$ cat src/rtl/sdram_pkg.sv
// rtl/sdram_pkg.sv - shared types, defaults and helpers for the SDRAM burst scheduler
package sdram_pkg;

    localparam int ADDR_W_DEF = 24;
    localparam int LEN_W_DEF  = 10;

    typedef enum logic [1:0] {
        ST_IDLE,
        ST_REQ,
        ST_XFER,
        ST_DONE
    } sched_state_t;

    // Index width for n items; never below one bit so single-channel builds keep legal ports.
    function automatic int clog2(input int n);
        int r;
        r = 1;
        for (int i = 1; i < 31; i++) begin
            if ((1 << i) < n) begin
                r = i + 1;
            end
        end
        return r;
    endfunction

endpackage

$ cat src/rtl/sdram_burst_sched_rr_arbiter.sv
// rtl/sdram_burst_sched_rr_arbiter.sv - round-robin index arbiter, search starts after the last grant
module rr_arbiter
    import sdram_pkg::*;
#(
    parameter int N = 2,
    localparam int W = clog2(N)
) (
    input  logic         clk,
    input  logic         rst,
    input  logic [N-1:0] req,
    input  logic         update,
    output logic [W-1:0] grant,
    output logic         valid
);

    logic [W-1:0] ptr_q;
    logic [W-1:0] ptr_d;

    always_comb begin
        grant = '0;
        valid = 1'b0;
        for (int i = 0; i < N; i++) begin
            if (!valid && req[(int'(ptr_q) + i) % N]) begin
                valid = 1'b1;
                grant = W'((int'(ptr_q) + i) % N);
            end
        end
    end

    // ptr holds the first channel to look at next time, i.e. last grant + 1.
    always_comb begin
        ptr_d = ptr_q;
        if (update && valid) begin
            ptr_d = W'((int'(grant) + 1) % N);
        end
    end

    always_ff @(posedge clk) begin
        if (rst) begin
            ptr_q <= '0;
        end else begin
            ptr_q <= ptr_d;
        end
    end

endmodule

$ cat src/rtl/sdram_burst_sched.sv
// rtl/sdram_burst_sched.sv - multi-channel SDRAM burst scheduler; SDRAM_PINGPONG_EN adds ping-pong regions
module sdram_burst_sched
    import sdram_pkg::*;
#(
    parameter int                CH_NUM    = 2,
    parameter int                ADDR_W    = ADDR_W_DEF,
    parameter int                LEN_W     = LEN_W_DEF,
    parameter logic [ADDR_W-1:0] PP_OFFSET = ADDR_W'(24'h10_0000),
    localparam int               CH_W      = clog2(CH_NUM)
) (
    input  logic                     clk,
    input  logic                     rst,
    input  logic [CH_NUM-1:0]        ch_wr_rst,
    input  logic [CH_NUM-1:0]        ch_rd_rst,
    input  logic [CH_NUM*LEN_W-1:0]  wr_fifo_cnt,
    input  logic [CH_NUM*LEN_W-1:0]  rd_fifo_cnt,
    input  logic [CH_NUM-1:0]        rd_valid,
    input  logic [CH_NUM*ADDR_W-1:0] wr_beg_addr,
    input  logic [CH_NUM*ADDR_W-1:0] wr_end_addr,
    input  logic [CH_NUM*ADDR_W-1:0] rd_beg_addr,
    input  logic [CH_NUM*ADDR_W-1:0] rd_end_addr,
    input  logic [CH_NUM*LEN_W-1:0]  wr_burst_len,
    input  logic [CH_NUM*LEN_W-1:0]  rd_burst_len,
    input  logic                     sdram_wr_ack,
    input  logic                     sdram_rd_ack,
    output logic                     sdram_wr_req,
    output logic                     sdram_rd_req,
    output logic [ADDR_W-1:0]        sdram_wr_addr,
    output logic [ADDR_W-1:0]        sdram_rd_addr,
    output logic [CH_W-1:0]          grant_ch,
    output logic                     grant_wr,
    output logic                     grant_vld
);

    logic [LEN_W-1:0]  wr_len [CH_NUM];
    logic [LEN_W-1:0]  rd_len [CH_NUM];
    logic [LEN_W-1:0]  wr_cnt [CH_NUM];
    logic [LEN_W-1:0]  rd_cnt [CH_NUM];
    logic [ADDR_W-1:0] wr_beg [CH_NUM];
    logic [ADDR_W-1:0] wr_end [CH_NUM];
    logic [ADDR_W-1:0] rd_beg [CH_NUM];
    logic [ADDR_W-1:0] rd_end [CH_NUM];
    logic [CH_NUM-1:0] wr_elig;
    logic [CH_NUM-1:0] rd_elig;

    always_comb begin
        for (int k = 0; k < CH_NUM; k++) begin
            wr_len[k]  = wr_burst_len[k*LEN_W +: LEN_W];
            rd_len[k]  = rd_burst_len[k*LEN_W +: LEN_W];
            wr_cnt[k]  = wr_fifo_cnt[k*LEN_W +: LEN_W];
            rd_cnt[k]  = rd_fifo_cnt[k*LEN_W +: LEN_W];
            wr_beg[k]  = wr_beg_addr[k*ADDR_W +: ADDR_W];
            wr_end[k]  = wr_end_addr[k*ADDR_W +: ADDR_W];
            rd_beg[k]  = rd_beg_addr[k*ADDR_W +: ADDR_W];
            rd_end[k]  = rd_end_addr[k*ADDR_W +: ADDR_W];
            wr_elig[k] = (wr_len[k] != '0) && (wr_cnt[k] >= wr_len[k]);
            rd_elig[k] = (rd_len[k] != '0) && rd_valid[k] && (rd_cnt[k] < rd_len[k]);
        end
    end

    sched_state_t      state_q, state_d;
    logic              wr_req_q, wr_req_d;
    logic              rd_req_q, rd_req_d;
    logic [ADDR_W-1:0] wr_addr_q, wr_addr_d;
    logic [ADDR_W-1:0] rd_addr_q, rd_addr_d;
    logic [CH_W-1:0]   gch_q, gch_d;
    logic              gwr_q, gwr_d;
    logic              gvld_q, gvld_d;
    logic [ADDR_W-1:0] start_q, start_d;
    logic [LEN_W-1:0]  len_q, len_d;
    logic              skip_q, skip_d;
    logic [ADDR_W-1:0] wr_next_q [CH_NUM];
    logic [ADDR_W-1:0] wr_next_d [CH_NUM];
    logic [ADDR_W-1:0] rd_next_q [CH_NUM];
    logic [ADDR_W-1:0] rd_next_d [CH_NUM];
    logic [CH_NUM-1:0] wr_rgn;
    logic [CH_NUM-1:0] rd_rgn;

`ifdef SDRAM_PINGPONG_EN
    logic [CH_NUM-1:0] wr_rgn_q, wr_rgn_d;
    logic [CH_NUM-1:0] rd_rgn_q, rd_rgn_d;
    assign wr_rgn = wr_rgn_q;
    assign rd_rgn = rd_rgn_q;
`else
    assign wr_rgn = '0;
    assign rd_rgn = '0;
`endif

    logic            wr_vld, rd_vld;
    logic [CH_W-1:0] wr_gnt, rd_gnt;
    logic            idle;

    assign idle = (state_q == ST_IDLE);

    rr_arbiter #(.N(CH_NUM)) u_wr_arb (
        .clk    (clk),
        .rst    (rst),
        .req    (wr_elig),
        .update (idle),
        .grant  (wr_gnt),
        .valid  (wr_vld)
    );

    rr_arbiter #(.N(CH_NUM)) u_rd_arb (
        .clk    (clk),
        .rst    (rst),
        .req    (rd_elig),
        .update (idle && !wr_vld),
        .grant  (rd_gnt),
        .valid  (rd_vld)
    );

    logic              cur_ack;
    logic              cur_rst;
    logic [ADDR_W-1:0] cur_beg;
    logic [ADDR_W-1:0] cur_end;
    logic [ADDR_W:0]   len_ext;
    logic [ADDR_W:0]   nxt_sum;
    logic [ADDR_W:0]   last_sum;
    logic              wrap;
    logic [ADDR_W-1:0] next_val;

    // Post-burst address arithmetic, one bit wider so the end comparison cannot overflow.
    always_comb begin
        cur_ack  = gwr_q ? sdram_wr_ack : sdram_rd_ack;
        cur_rst  = gwr_q ? ch_wr_rst[gch_q] : ch_rd_rst[gch_q];
        cur_beg  = gwr_q ? wr_beg[gch_q] : rd_beg[gch_q];
        cur_end  = gwr_q ? wr_end[gch_q] : rd_end[gch_q];
        len_ext  = {{(ADDR_W + 1 - LEN_W){1'b0}}, len_q};
        nxt_sum  = {1'b0, start_q} + len_ext;
        last_sum = nxt_sum + len_ext - (ADDR_W + 1)'(1);
        wrap     = last_sum > {1'b0, cur_end};
        next_val = wrap ? cur_beg : nxt_sum[ADDR_W-1:0];
    end

    always_comb begin
        state_d   = state_q;
        wr_req_d  = wr_req_q;
        rd_req_d  = rd_req_q;
        wr_addr_d = wr_addr_q;
        rd_addr_d = rd_addr_q;
        gch_d     = gch_q;
        gwr_d     = gwr_q;
        gvld_d    = gvld_q;
        start_d   = start_q;
        len_d     = len_q;
        skip_d    = skip_q;
`ifdef SDRAM_PINGPONG_EN
        wr_rgn_d  = wr_rgn_q;
        rd_rgn_d  = rd_rgn_q;
`endif
        for (int k = 0; k < CH_NUM; k++) begin
            wr_next_d[k] = ch_wr_rst[k] ? wr_beg[k] : wr_next_q[k];
            rd_next_d[k] = ch_rd_rst[k] ? rd_beg[k] : rd_next_q[k];
        end

        case (state_q)
            ST_IDLE: begin
                if (wr_vld) begin
                    state_d   = ST_REQ;
                    gvld_d    = 1'b1;
                    gwr_d     = 1'b1;
                    gch_d     = wr_gnt;
                    wr_req_d  = 1'b1;
                    start_d   = wr_next_q[wr_gnt];
                    len_d     = wr_len[wr_gnt];
                    wr_addr_d = wr_next_q[wr_gnt] + (wr_rgn[wr_gnt] ? PP_OFFSET : '0);
                    skip_d    = ch_wr_rst[wr_gnt];
                end else if (rd_vld) begin
                    state_d   = ST_REQ;
                    gvld_d    = 1'b1;
                    gwr_d     = 1'b0;
                    gch_d     = rd_gnt;
                    rd_req_d  = 1'b1;
                    start_d   = rd_next_q[rd_gnt];
                    len_d     = rd_len[rd_gnt];
                    rd_addr_d = rd_next_q[rd_gnt] + (rd_rgn[rd_gnt] ? PP_OFFSET : '0);
                    skip_d    = ch_rd_rst[rd_gnt];
                end
            end
            ST_REQ: begin
                skip_d = skip_q | cur_rst;
                if (cur_ack) begin
                    state_d  = ST_XFER;
                    wr_req_d = 1'b0;
                    rd_req_d = 1'b0;
                end
            end
            ST_XFER: begin
                skip_d = skip_q | cur_rst;
                if (!cur_ack) begin
                    state_d = ST_DONE;
                    gvld_d  = 1'b0;
                end
            end
            default: begin
                state_d = ST_IDLE;
                // A channel reinit seen at any point of the burst wins over the advance.
                if (!(skip_q || cur_rst)) begin
                    if (gwr_q) begin
                        wr_next_d[gch_q] = next_val;
                    end else begin
                        rd_next_d[gch_q] = next_val;
                    end
`ifdef SDRAM_PINGPONG_EN
                    if (wrap && gwr_q) begin
                        wr_rgn_d[gch_q] = ~wr_rgn_q[gch_q];
                    end else if (wrap) begin
                        rd_rgn_d[gch_q] = ~wr_rgn_q[gch_q];
                    end
`endif
                end
            end
        endcase
    end

    always_ff @(posedge clk) begin
        if (rst) begin
            state_q   <= ST_IDLE;
            wr_req_q  <= 1'b0;
            rd_req_q  <= 1'b0;
            wr_addr_q <= '0;
            rd_addr_q <= '0;
            gch_q     <= '0;
            gwr_q     <= 1'b0;
            gvld_q    <= 1'b0;
            start_q   <= '0;
            len_q     <= '0;
            skip_q    <= 1'b0;
            for (int k = 0; k < CH_NUM; k++) begin
                wr_next_q[k] <= wr_beg[k];
                rd_next_q[k] <= rd_beg[k];
            end
`ifdef SDRAM_PINGPONG_EN
            wr_rgn_q  <= '0;
            rd_rgn_q  <= '0;
`endif
        end else begin
            state_q   <= state_d;
            wr_req_q  <= wr_req_d;
            rd_req_q  <= rd_req_d;
            wr_addr_q <= wr_addr_d;
            rd_addr_q <= rd_addr_d;
            gch_q     <= gch_d;
            gwr_q     <= gwr_d;
            gvld_q    <= gvld_d;
            start_q   <= start_d;
            len_q     <= len_d;
            skip_q    <= skip_d;
            wr_next_q <= wr_next_d;
            rd_next_q <= rd_next_d;
`ifdef SDRAM_PINGPONG_EN
            wr_rgn_q  <= wr_rgn_d;
            rd_rgn_q  <= rd_rgn_d;
`endif
        end
    end

    assign sdram_wr_req  = wr_req_q;
    assign sdram_rd_req  = rd_req_q;
    assign sdram_wr_addr = wr_addr_q;
    assign sdram_rd_addr = rd_addr_q;
    assign grant_ch      = gch_q;
    assign grant_wr      = gwr_q;
    assign grant_vld     = gvld_q;

endmodule

$ cat config.mk
export PLATFORM = sky130hd
export DESIGN_NAME = sdram_burst_sched
export DESIGN_NICKNAME = d
export VERILOG_FILES = /design/src/rtl/sdram_pkg.sv /design/src/rtl/sdram_burst_sched_rr_arbiter.sv /design/src/rtl/sdram_burst_sched.sv
export SDC_FILE = /design/constraint.sdc
export NUM_CORES = 1
export LEC_CHECK = 0
export BUFFER_PORTS_ARGS = -buffer_cell sky130_fd_sc_hd__buf_2
export CORE_MARGIN = 10
export CORE_UTILIZATION = 45
export CTS_CLUSTER_DIAMETER = 60
export DETAILED_ROUTE_END_ITERATION = 8
export PLACE_DENSITY = 0.7
export SETUP_SLACK_MARGIN = 0.3
export SKIP_LAST_GASP = 1
export SLEW_MARGIN = 20
export SYNTH_ARGS = -nofsm -noshare
export SYNTH_HDL_FRONTEND = slang
export SYNTH_SLANG_ARGS = --single-unit
$ cat constraint.sdc
create_clock -name clk -period 8 [get_ports clk]
set_input_delay 1.6 -clock clk [delete_from_list [all_inputs] [get_ports clk]]
set_output_delay 1.6 -clock clk [all_outputs]
set_load 0.01 [all_outputs]
# --- Word-level counts from Yosys, hierarchy flattened ---
# Index checks and enable logic that the tools add are counted.
word_totals:
  register_bits: 188
  inputBits: 282
classes:
  addsub: 9
  order_cmp: 16
  n_eq_ne: 8
  mux: 100
  n_bitwise: 7
  reduce_logical: 35
ops:
  columns: ["op", "n"]
  rows:
  - ["$mux W24", 28]
  - ["$mux W48", 8]
  - ["$bwmux W48", 2]
  - ["$mux W10", 8]
  - ["$add A24 B21 Y24", 2]
  - ["$mux W1", 42]
  - ["$mux W21", 2]
  - ["$reduce_bool A10 Y1", 4]
  - ["$add A24 B10 Y25", 1]
  - ["$add A25 B10 Y25", 1]
  - ["$gt A25 B24 Y1", 1]
  - ["$sub A25 B1 Y25 const B", 1]
  - ["$demux W24 S1", 1]
  - ["$ge A10 B10 Y1", 2]
  - ["$lt A10 B10 Y1", 2]
  - ["$logic_and A1 B1 Y1", 12]
  - ["$reduce_and A3 Y1", 4]
  - ["$lt A1 B2 Y1 const B", 5]
  - ["$mux W2", 4]
  - ["$pmux W1 S2", 4]
  - ["$reduce_bool A2 Y1", 4]
  - ["$ge A2 B2 Y1 const B", 3]
  - ["$lt A2 B3 Y1 const B", 2]
  - ["$ne A2 B2 Y1 const B", 3]
  - ["18 further kinds", 29]

# --- Logic depth before layout (Yosys ltp) ---
# Gate-level depths: netlist (run 1).
logic_depth:
  ltp_word: 15
  mapped_depth: 32
  depth_no_buf: 31

# --- Modules after synthesis ---
# A second synthesis (run 1) with hierarchy kept.
hier_totals:
  cells_unflattened: 1459
  area_unflattened_um2: 12996.2
by_module_without_submodules:
  columns: ["module", "n_inst", "cells_each", "area_each_um2"]
  rows:
  - ["sdram_burst_sched", 1, 1445, 12868.6]
  - ["rr_arbiter", 2, 7, 63.8]

# --- Least setup slack after synthesis (run 1) ---
# Ideal clock, no wire load.
synth_timing:
  path_type: "reg-to-reg"
  startpoint: "register len_q[0]"
  endpoint: "register wr_next_q[28] in the netlist's numbering"
  arrival_ns: 5.735
  required_time_ns: 7.868
  path_slack_ns: 2.132
  stages_incl_launch_ff: 33
  path_cell_list: "dfxtp_1 ha_1 fa_1 a211oi_1 o21ai_1 o22a_1 a21o_1 a21oi_1 xnor2_1 inv_1 ha_1 a21o_1 a21o_1 a21oi_1 o31ai_1 a21o_1 a211o_1 nand2_1 a21oi_1 o41ai_1 xnor2_1 ha_1 nand3_1 nand2b_1 nor3_1 nand4_1 o21ai_0 a21oi_1 nor2b_1 mux2i_4 buf_6 mux2i_1 a21oi_1"
synth_via:
  elab_chain_len: 10
synth_rtl:
  columns: ["element", "line", "text"]
  rows:
  - ["from (decl)", "sdram_burst_sched.sv:70", "logic [LEN_W-1:0] len_q, len_d;"]
  - ["from (signal assigned)", "sdram_burst_sched.sv:248", "len_q <= len_d;"]
  - ["$add A24 B10 Y25", "sdram_burst_sched.sv:130", "nxt_sum = {1'b0, start_q} + len_ext;"]
  - ["$add A25 B10 Y25", "sdram_burst_sched.sv:131", "last_sum = nxt_sum + len_ext - (ADDR_W + 1)'(1);"]
  - ["$sub A25 B1 Y25", "sdram_burst_sched.sv:131", null]
  - ["$gt A25 B24 Y1", "sdram_burst_sched.sv:132", "wrap = last_sum > {1'b0, cur_end};"]
  - ["$mux W24 *", "sdram_burst_sched.sv:133", "next_val = wrap ? cur_beg : nxt_sum[ADDR_W-1:0];"]
  - ["$bwmux W48 *", "sdram_burst_sched.sv:201", "wr_next_d[gch_q] = next_val;"]
  - ["$mux W48 *", "sdram_burst_sched.sv:200", "if (gwr_q) begin"]
  - ["$mux W48 *", "sdram_burst_sched.sv:199", "if (!(skip_q || cur_rst)) begin"]
  - ["$mux W48 *", "sdram_burst_sched.sv:157", "case (state_q)"]
  - ["$mux W48 *", "sdram_burst_sched.sv:218", "if (rst) begin"]
  - ["to (signal, indexed assignment)", "sdram_burst_sched.sv:231", "wr_next_q[k] <= wr_beg[k];"]
  - ["to (signal assigned)", "sdram_burst_sched.sv:250", "wr_next_q <= wr_next_d;"]
  - ["to (decl)", "sdram_burst_sched.sv:72", "logic [ADDR_W-1:0] wr_next_q [CH_NUM];"]
# Mark *: on every way between the ends. The rest lies on a longest branch, timed or not.
# A chain may end at the register's enable or synchronous reset.

# --- Worst setup path in the final report (run 1) ---
layout_timing:
  startpoint: "register len_q[0]"
  endpoint: "register wr_next_q[18] in the netlist's numbering"
# Same word-level chain as after synthesis.

==> results of run 1 <==
==> cell type report <==
class	count	area (µm²)
fillers	2486	11900
multi-input cells	1031	8000
flip-flops and latches	188	3770
repair buffers	356	1840
inverters	125	469
well taps	372	465
clock buffers	17	425
clock inverters	15	180
diodes	6	15.0
==> per-stage QoR <==
step	hold WS, ns	util (%)
6_report	0.484	55.9
5_1_grt	0.509	55.9
4_1_cts	0.483	55.9
3_5_place_dp	0.473	53.6
3_3_place_gp	0.468	53.6
2_1_floorplan	0.473	-
==> layout by cell type (no fill, tap or decap), types with 46 or more instances in the layout <==
master and count:
buf_2 334, dfxtp_1 186, a21oi_1 143, inv_1 125
ha_1 109, nor2_1 106, o22ai_1 99, nand2_1 72
mux2i_1 60, mux4_2 49, a211oi_1 46
==> report_power, final <==
part           leakage, nW  switching, mW  internal [mW]  total [mW]
Clock                0.285          0.404          0.472       0.876
Combinational         5.32           2.86           2.15        5.01
Sequential            1.57          0.201           1.15        1.35
==> worst paths after layout <==
path	from	to	slack [ns]	cells past startpoint
hold reg to reg	sdram_rd_req	sdram_rd_req	0.48	2
setup reg to reg	len_q[0]	wr_next_q[18]	0.98	32
hold / removal	sdram_rd_req	sdram_rd_req	0.48	2
setup / recovery	len_q[0]	wr_next_q[18]	0.98	32
==> sequential cells by signal, indices dropped and copies added (netlist names) <==
register	count
len_q	10
skip_q	1
sdram_wr_addr	24
grant_ch	1
wr_next_q	48
rd_next_q	48
grant_wr	1
u_rd_arb.ptr_q	1
sdram_rd_addr	24
sdram_rd_req	1
u_wr_arb.ptr_q	1
grant_vld	1
state_q	2
start_q	24
sdram_wr_req	1
==> worst max-delay path, delay by kind of cell, from the launching register on <==
family	cells	cell delay [ns]
fa+ha+maj	4	1.29
buf+inv	2	0.56
flops	1	0.34
mux	2	0.70
compound gates	16	2.99
simple gates	6	0.55
xor+xnor	2	0.45
==> per-layer routing <==
layer	routed length (µm)	GRT usage [%]	vias to the layer above	share of wire (%)
met1	19400	32.7	6080	41
met5	27	0	-	0.057
met4	1230	8.75	4	2.6
met3	4770	6.11	96	10
li1	-	-	5925	-
met2	22200	42.5	788	47
==> cell families (layout without fill, tap and decap cells) <==
family          count (synthesis)  after routing  share of synthesized area [%]
xor+xnor                       44             44                           3.15
compound gates                437            437                           22.5
mux                           113            113                           14.1
buf+inv                       207            513                           6.43
flops                         188            188                           30.2
simple gates                  326            326                           12.4
other cells                     0              6                              0
fa+ha+maj                     111            111                           11.3
==> what timing repair did <==
item	in CTS	in global routing
setup endpoints to repair	0	1
resized for setup	0	1
hold buffers	0	0
==> summary.md, run 1 <==
| Metric | Value |
|---|---|
| Status | `finished, final reports clean` |
| Setup-failing EPs final | `0` |
| Port bufs | `334` |
| Final WS setup | `0.977 ns` |
| Worst setup SP type | `register` |
| Setup TNS | `0 ns` |
| Routed length per instance | `22.6 µm` |
| Seq/Total Area, Yosys | `30.2%` |
| Pre-CTS setup slack | `0.994 ns` |
| Postcts setup bufs | `0` |
| GP Congestion | `0.921` |
| CTS buffer count | `17` |
| CP Max Fanout | `24` |
| Syn Std Cell Area | `12500 µm²` |
| DR DRC count | `0` |
| First-pass GRT wire length | `73500 µm` |
| DR vias | `12900` |
| Crit end category | `register` |
| Clk buf depth | `2` |
| Die Footprint | `34800 µm²` |
| Total Power | `7.23 mW` |
| Initial antenna violation count | `9` |
| CP Class | `reg -> reg` |
| IO Count | `335` |
| Peak VDD IR | `0.327 mV` |
| Layout cells sized above 1 | `26.9%` |
| Max Clock Skew | `about 0.012 ns` |
| Hold WC Path Type | `reg -> reg` |
| Vias per std cell | `between 6 and 7` |
| Slew @ Worst Pin | `about 1.1 ns` |
| Most frequent cells after synthesis | `188 x dfxtp_1, 144 x a21oi_1, 125 x inv_1` |
| Leakage power | `7.18 nW` |
| Core area | `27100 µm²` |
| Initial DRT Pass Iterations | `5` |
| Number of DRC markers in iteration 0 | `1223` |
| Syn Area/Cell | `8.75 µm²` |
| Initial Util | `46.0%` |
| Yosys warnings | `0` |
| Fin cells | `2110` |
| Share of the synthesized area in the top cell type | `between 30 and 40%` |
| Root Driver | `clkbuf_16` |
| Die Y | `187 µm` |
| Relative slew slack | `24.4%` |
| Maximum clock frequency | `0.142 GHz` |
| Clk Latency, worst-skew pair | `roughly 0.44 ns` |
| Max-cap violation count | `0` |
| Clock sink count | `188` |
| Area leader, netlist | `dfxtp_1` |
| Die Wd | `187 µm` |
| Vias in the first global route | `12800` |
| RSZ-0062 raised after global routing | `no` |
| CTS clk-pin slew, worst paths | `0.07 ns` |
| Post-Route WL | `around 48000 µm` |
| Tcrit/Tclk final | `87.8%` |
| Area grow syn2layout | `21.5%` |
| Num rows | `60` |
| #FFs+latches synth | `~190` |
| Slew Limit Fails | `0` |
| Worst path arrival time | `7.32 ns` |
| Final Hold Fails | `0` |
| Post-synth EDFFs | `0` |
| Final Critical Period | `between 7 and 8 ns` |
| Hpwl dp | `around 36000 µm` |
| Post-route ant nets | `0` |
| Most frequent cell after synthesis | `dfxtp_1` |
| GRT Overall Usage | `25.9%` |
| Async S/R FF share, synth | `0%` |
| Most used cell, CP | `a21oi_1` |
| PD cells | `~480 nW/µm²` |
| Crit-path slowest cell | `mux2i_1` |
| CTS tree | `built` |
| Top_reg_cell synth | `dfxtp_1` |
| Placed instance area | `14500 µm²` |
| Synthesized Nets | `~1800` |
| Pin count of the biggest net entering global routing | `between 70 and 80` |
| Nets | `2112` |
| CP required | `a little over 8 ns` |
| Total grt overflow | `0` |
| Yosys cell types | `64` |
| Slowest cell delay on critical path | `0.55 ns` |
| Cells after synthesis | `1426` |
| Total placed cells including tap cells | `2072` |
| H-tree levels | `4` |
| Top post-synthesis cells by area | `dfxtp_1 30%, ha_1 11%, mux4_2 8.8%, a21oi_1 5.8%, o22ai_1 5.0%` |
| Finished Cell Area | `roughly 15000 µm²` |
(Power assumes the default switching activity.)
==> run 2, diff against run 1 <==
==> constraint.sdc (replaced) <==
create_clock -name clk -period 8 [get_ports clk]
set_input_delay 0.8 -clock clk [delete_from_list [all_inputs] [get_ports clk]]
set_output_delay 0.8 -clock clk [all_outputs]
set_load 0.01 [all_outputs]
==> run 2 against run 1 <==
Wire length decreased by 0.27%. Register-to-register slack worse by 0.18 ns. Flip-flop and latch count unchanged. Final area shrank 0.29%. Worst hold slack gained 0.0047 ns. Global-route usage fell by 0.095 points. Largest power group unchanged.
==> summary.md, run 2 (synthesized netlist as in run 1, its figures left out) <==
| Metric | Value |
|---|---|
| Tcrit/Tclk final | `90.1% (was 87.8%)` |
| Min Hold Slack | `0.488 ns (was 0.484 ns)` |
| Slowest cell delay on critical path | `0.64 ns (was 0.55 ns)` |
| Post-route ant nets | `0 (unchanged)` |
| CTS Hold Bufs | `0 (unchanged)` |
| Biggest regs | `rd_next_q (48), wr_next_q (48) (unchanged)` |
| Nets | `2112 (unchanged)` |
| Hold Crit Depth | `2 (unchanged)` |
| DR DRC count | `0 (unchanged)` |
| Status | `finished, final reports clean (unchanged)` |
| Final Hold Fails | `0 (unchanged)` |
| H-tree levels | `4 (unchanged)` |
| Most common cell after layout, fill and taps aside | `buf_2 (unchanged)` |
| Maximum clock frequency | `0.139 GHz (was 0.142 GHz)` |
| Max Clock Skew | `0.0113 ns (was 0.0115 ns)` |
| Most used cell, CP | `a21oi_1 (unchanged)` |
| Root Driver | `clkbuf_16 (unchanged)` |
| Reg-to-reg endpoint | `wr_next_q[36] (was wr_next_q[18])` |
| Initial DRT Pass Iterations | `6 (was 5)` |
| Worst setup SP type | `register (unchanged)` |
| Worst hold path startpoint | `sdram_rd_req (unchanged)` |
| Postcts setup bufs | `0 (unchanged)` |
| Port bufs | `334 (unchanged)` |
| DR vias | `12800 (was 12900)` |
| Die Footprint | `34800 µm² (unchanged)` |
| Routed length per instance | `22.6 µm (about the same)` |
| Max-cap violation count | `0 (unchanged)` |
| Hpwl dp | `36200 µm (about the same)` |
| RSZ-0062 raised after global routing | `no (unchanged)` |
| Post-Route WL | `47500 µm (was 47600 µm)` |
| Area grow syn2layout | `21.1% (was 21.5%)` |
| M1 GR Usage | `32.2% (was 32.7%)` |
| Total grt overflow | `0 (unchanged)` |
| Die Wd | `187 µm (unchanged)` |
| Setup TNS | `0 ns (unchanged)` |
| CTS buffer count | `17 (unchanged)` |
| CP required | `8.30 ns (about the same)` |
| Fin cells | `2106 (was 2110)` |
| Gates resized, CTS repair | `0 (unchanged)` |
| Leakage power | `7.17 nW (was 7.18 nW)` |
| Slew Limit Fails | `0 (unchanged)` |
| Number of DRC markers in iteration 0 | `1119 (was 1223)` |
| GRT met2 Usage | `43.1% (was 42.5%)` |
| Initial antenna violation count | `7 (was 9)` |
| Clk buf depth | `2 (unchanged)` |
| Clock sink count | `188 (unchanged)` |
| Worst path arrival time | `7.51 ns (was 7.32 ns)` |
| CP Max Fanout | `24 (unchanged)` |
| Final Critical Period | `7.21 ns (was 7.02 ns)` |
| Core area | `27100 µm² (unchanged)` |
| GRT Overall Usage | `25.8% (was 25.9%)` |
| Layout cells sized above 1 | `26.8% (was 26.9%)` |
| Placed instance area | `14500 µm² (unchanged)` |
| First-pass GRT wire length | `73200 µm (was 73500 µm)` |
| RR Startpoint | `start_q[0] (was len_q[0])` |
| Slew @ Worst Pin | `1.05 ns (was 1.13 ns)` |
| Most frequent cells in the layout | `334 x buf_2, 186 x dfxtp_1, 143 x a21oi_1 (unchanged)` |
| Relative slew slack | `29.6% (was 24.4%)` |
| Top Usage Layer GRT | `met2 (unchanged)` |
| GP Congestion | `0.920 (was 0.921)` |
| Crit end category | `register (unchanged)` |
| Initial Util | `46.0% (unchanged)` |
| Vias in the first global route | `12700 (was 12800)` |
| IO Count | `335 (unchanged)` |
| Clk Latency, worst-skew pair | `0.44 ns (about the same)` |
| Pin count of the biggest net entering global routing | `76 (unchanged)` |
| Hold WC Path Type | `reg -> reg (unchanged)` |
| PD cells | `475 nW/µm² (was 477 nW/µm²)` |
| Peak VDD IR | `0.406 mV (was 0.327 mV)` |
| Setup-failing EPs final | `0 (unchanged)` |
| Crit-path slowest cell | `mux2i_1 (unchanged)` |
| CTS clk-pin slew, worst paths | `0.07 ns (about the same)` |
| Reg2reg path depth | `32 (unchanged)` |
| Num rows | `60 (unchanged)` |
| Hold Path End | `sdram_rd_req (unchanged)` |
| Total placed cells including tap cells | `2072 (unchanged)` |
| Met3 usage | `6.59% (was 6.11%)` |
| CP Class | `reg -> reg (unchanged)` |
| CTS tree | `built (unchanged)` |
| Die Y | `187 µm (unchanged)` |
| Finished Cell Area | `15100 µm² (was 15200 µm²)` |
| Vias per std cell | `6.09 (was 6.11)` |
| Reg2reg setup slack | `0.79 ns (was 0.98 ns)` |
==> run 2: cell count changes in the layout (fill, tap and decap cells not counted), sizes merged <==
| cell | previous run | this run |
|---|---|---|
| clkinv | 3 | 6 |
| clkinvlp | 4 | 2 |
| diode | 6 | 4 |
| inv | 131 | 128 |
==> run 2: final cells by class <==
cell class,count,area (µm²)
clock buffers,17,425
well taps,372,465
repair buffers,356,1840
multi-input cells,1031,8000
diodes,4,10.0
flip-flops and latches,188,3770
fillers,2484,12000
inverters,125,469
clock inverters,13,143
==> run 2: power by group <==
group | leakage (nW) | internal [mW] | switching [mW]
combinational | 5.33 | 2.14 | 2.86
sequential | 1.57 | 1.15 | 0.199
clock | 0.276 | 0.459 | 0.380
==> run 2: worst max path at each step <==
stage,from,to,depth (start not counted)
global placement,len_q[0],wr_next_q[12],32
finish,start_q[0],wr_next_q[36],32
global route,len_q[0],wr_next_q[36],32
detailed placement,len_q[0],wr_next_q[36],32
CTS,len_q[0],wr_next_q[36],32
floorplan,len_q[0],wr_next_q[28],32
==> run 2: through the flow <==
step	util, %	total power [mW]	setup WS, ns
after CTS	55.7	7.13	0.970
after global placement	53.6	6.18	1.11
after floorplan	-	5.03	2.13
after detailed placement	53.6	6.27	1.02
after global routing	55.8	7.77	0.366
final	55.8	7.18	0.793
==> run 2: metal layers <==
layer / part of all wire, % / vias up
met1: 41 / 6078
met4: 2.2 / 6
met5: 0.080 / -
met2: 47 / 749
met3: 9.8 / 99
li1: - / 5899
==> run 2: critical path, delay by kind of cell, from the launching register on <==
kind | cells | cell delay, ns
muxes | 2 | 0.78
and+or+nand+nor | 6 | 0.57
DFF | 1 | 0.33
buffers and inverters | 2 | 0.56
xor gates and xnor gates | 2 | 0.46
AOI/OAI and AO/OA | 16 | 3.06
adders and majority gates | 4 | 1.30
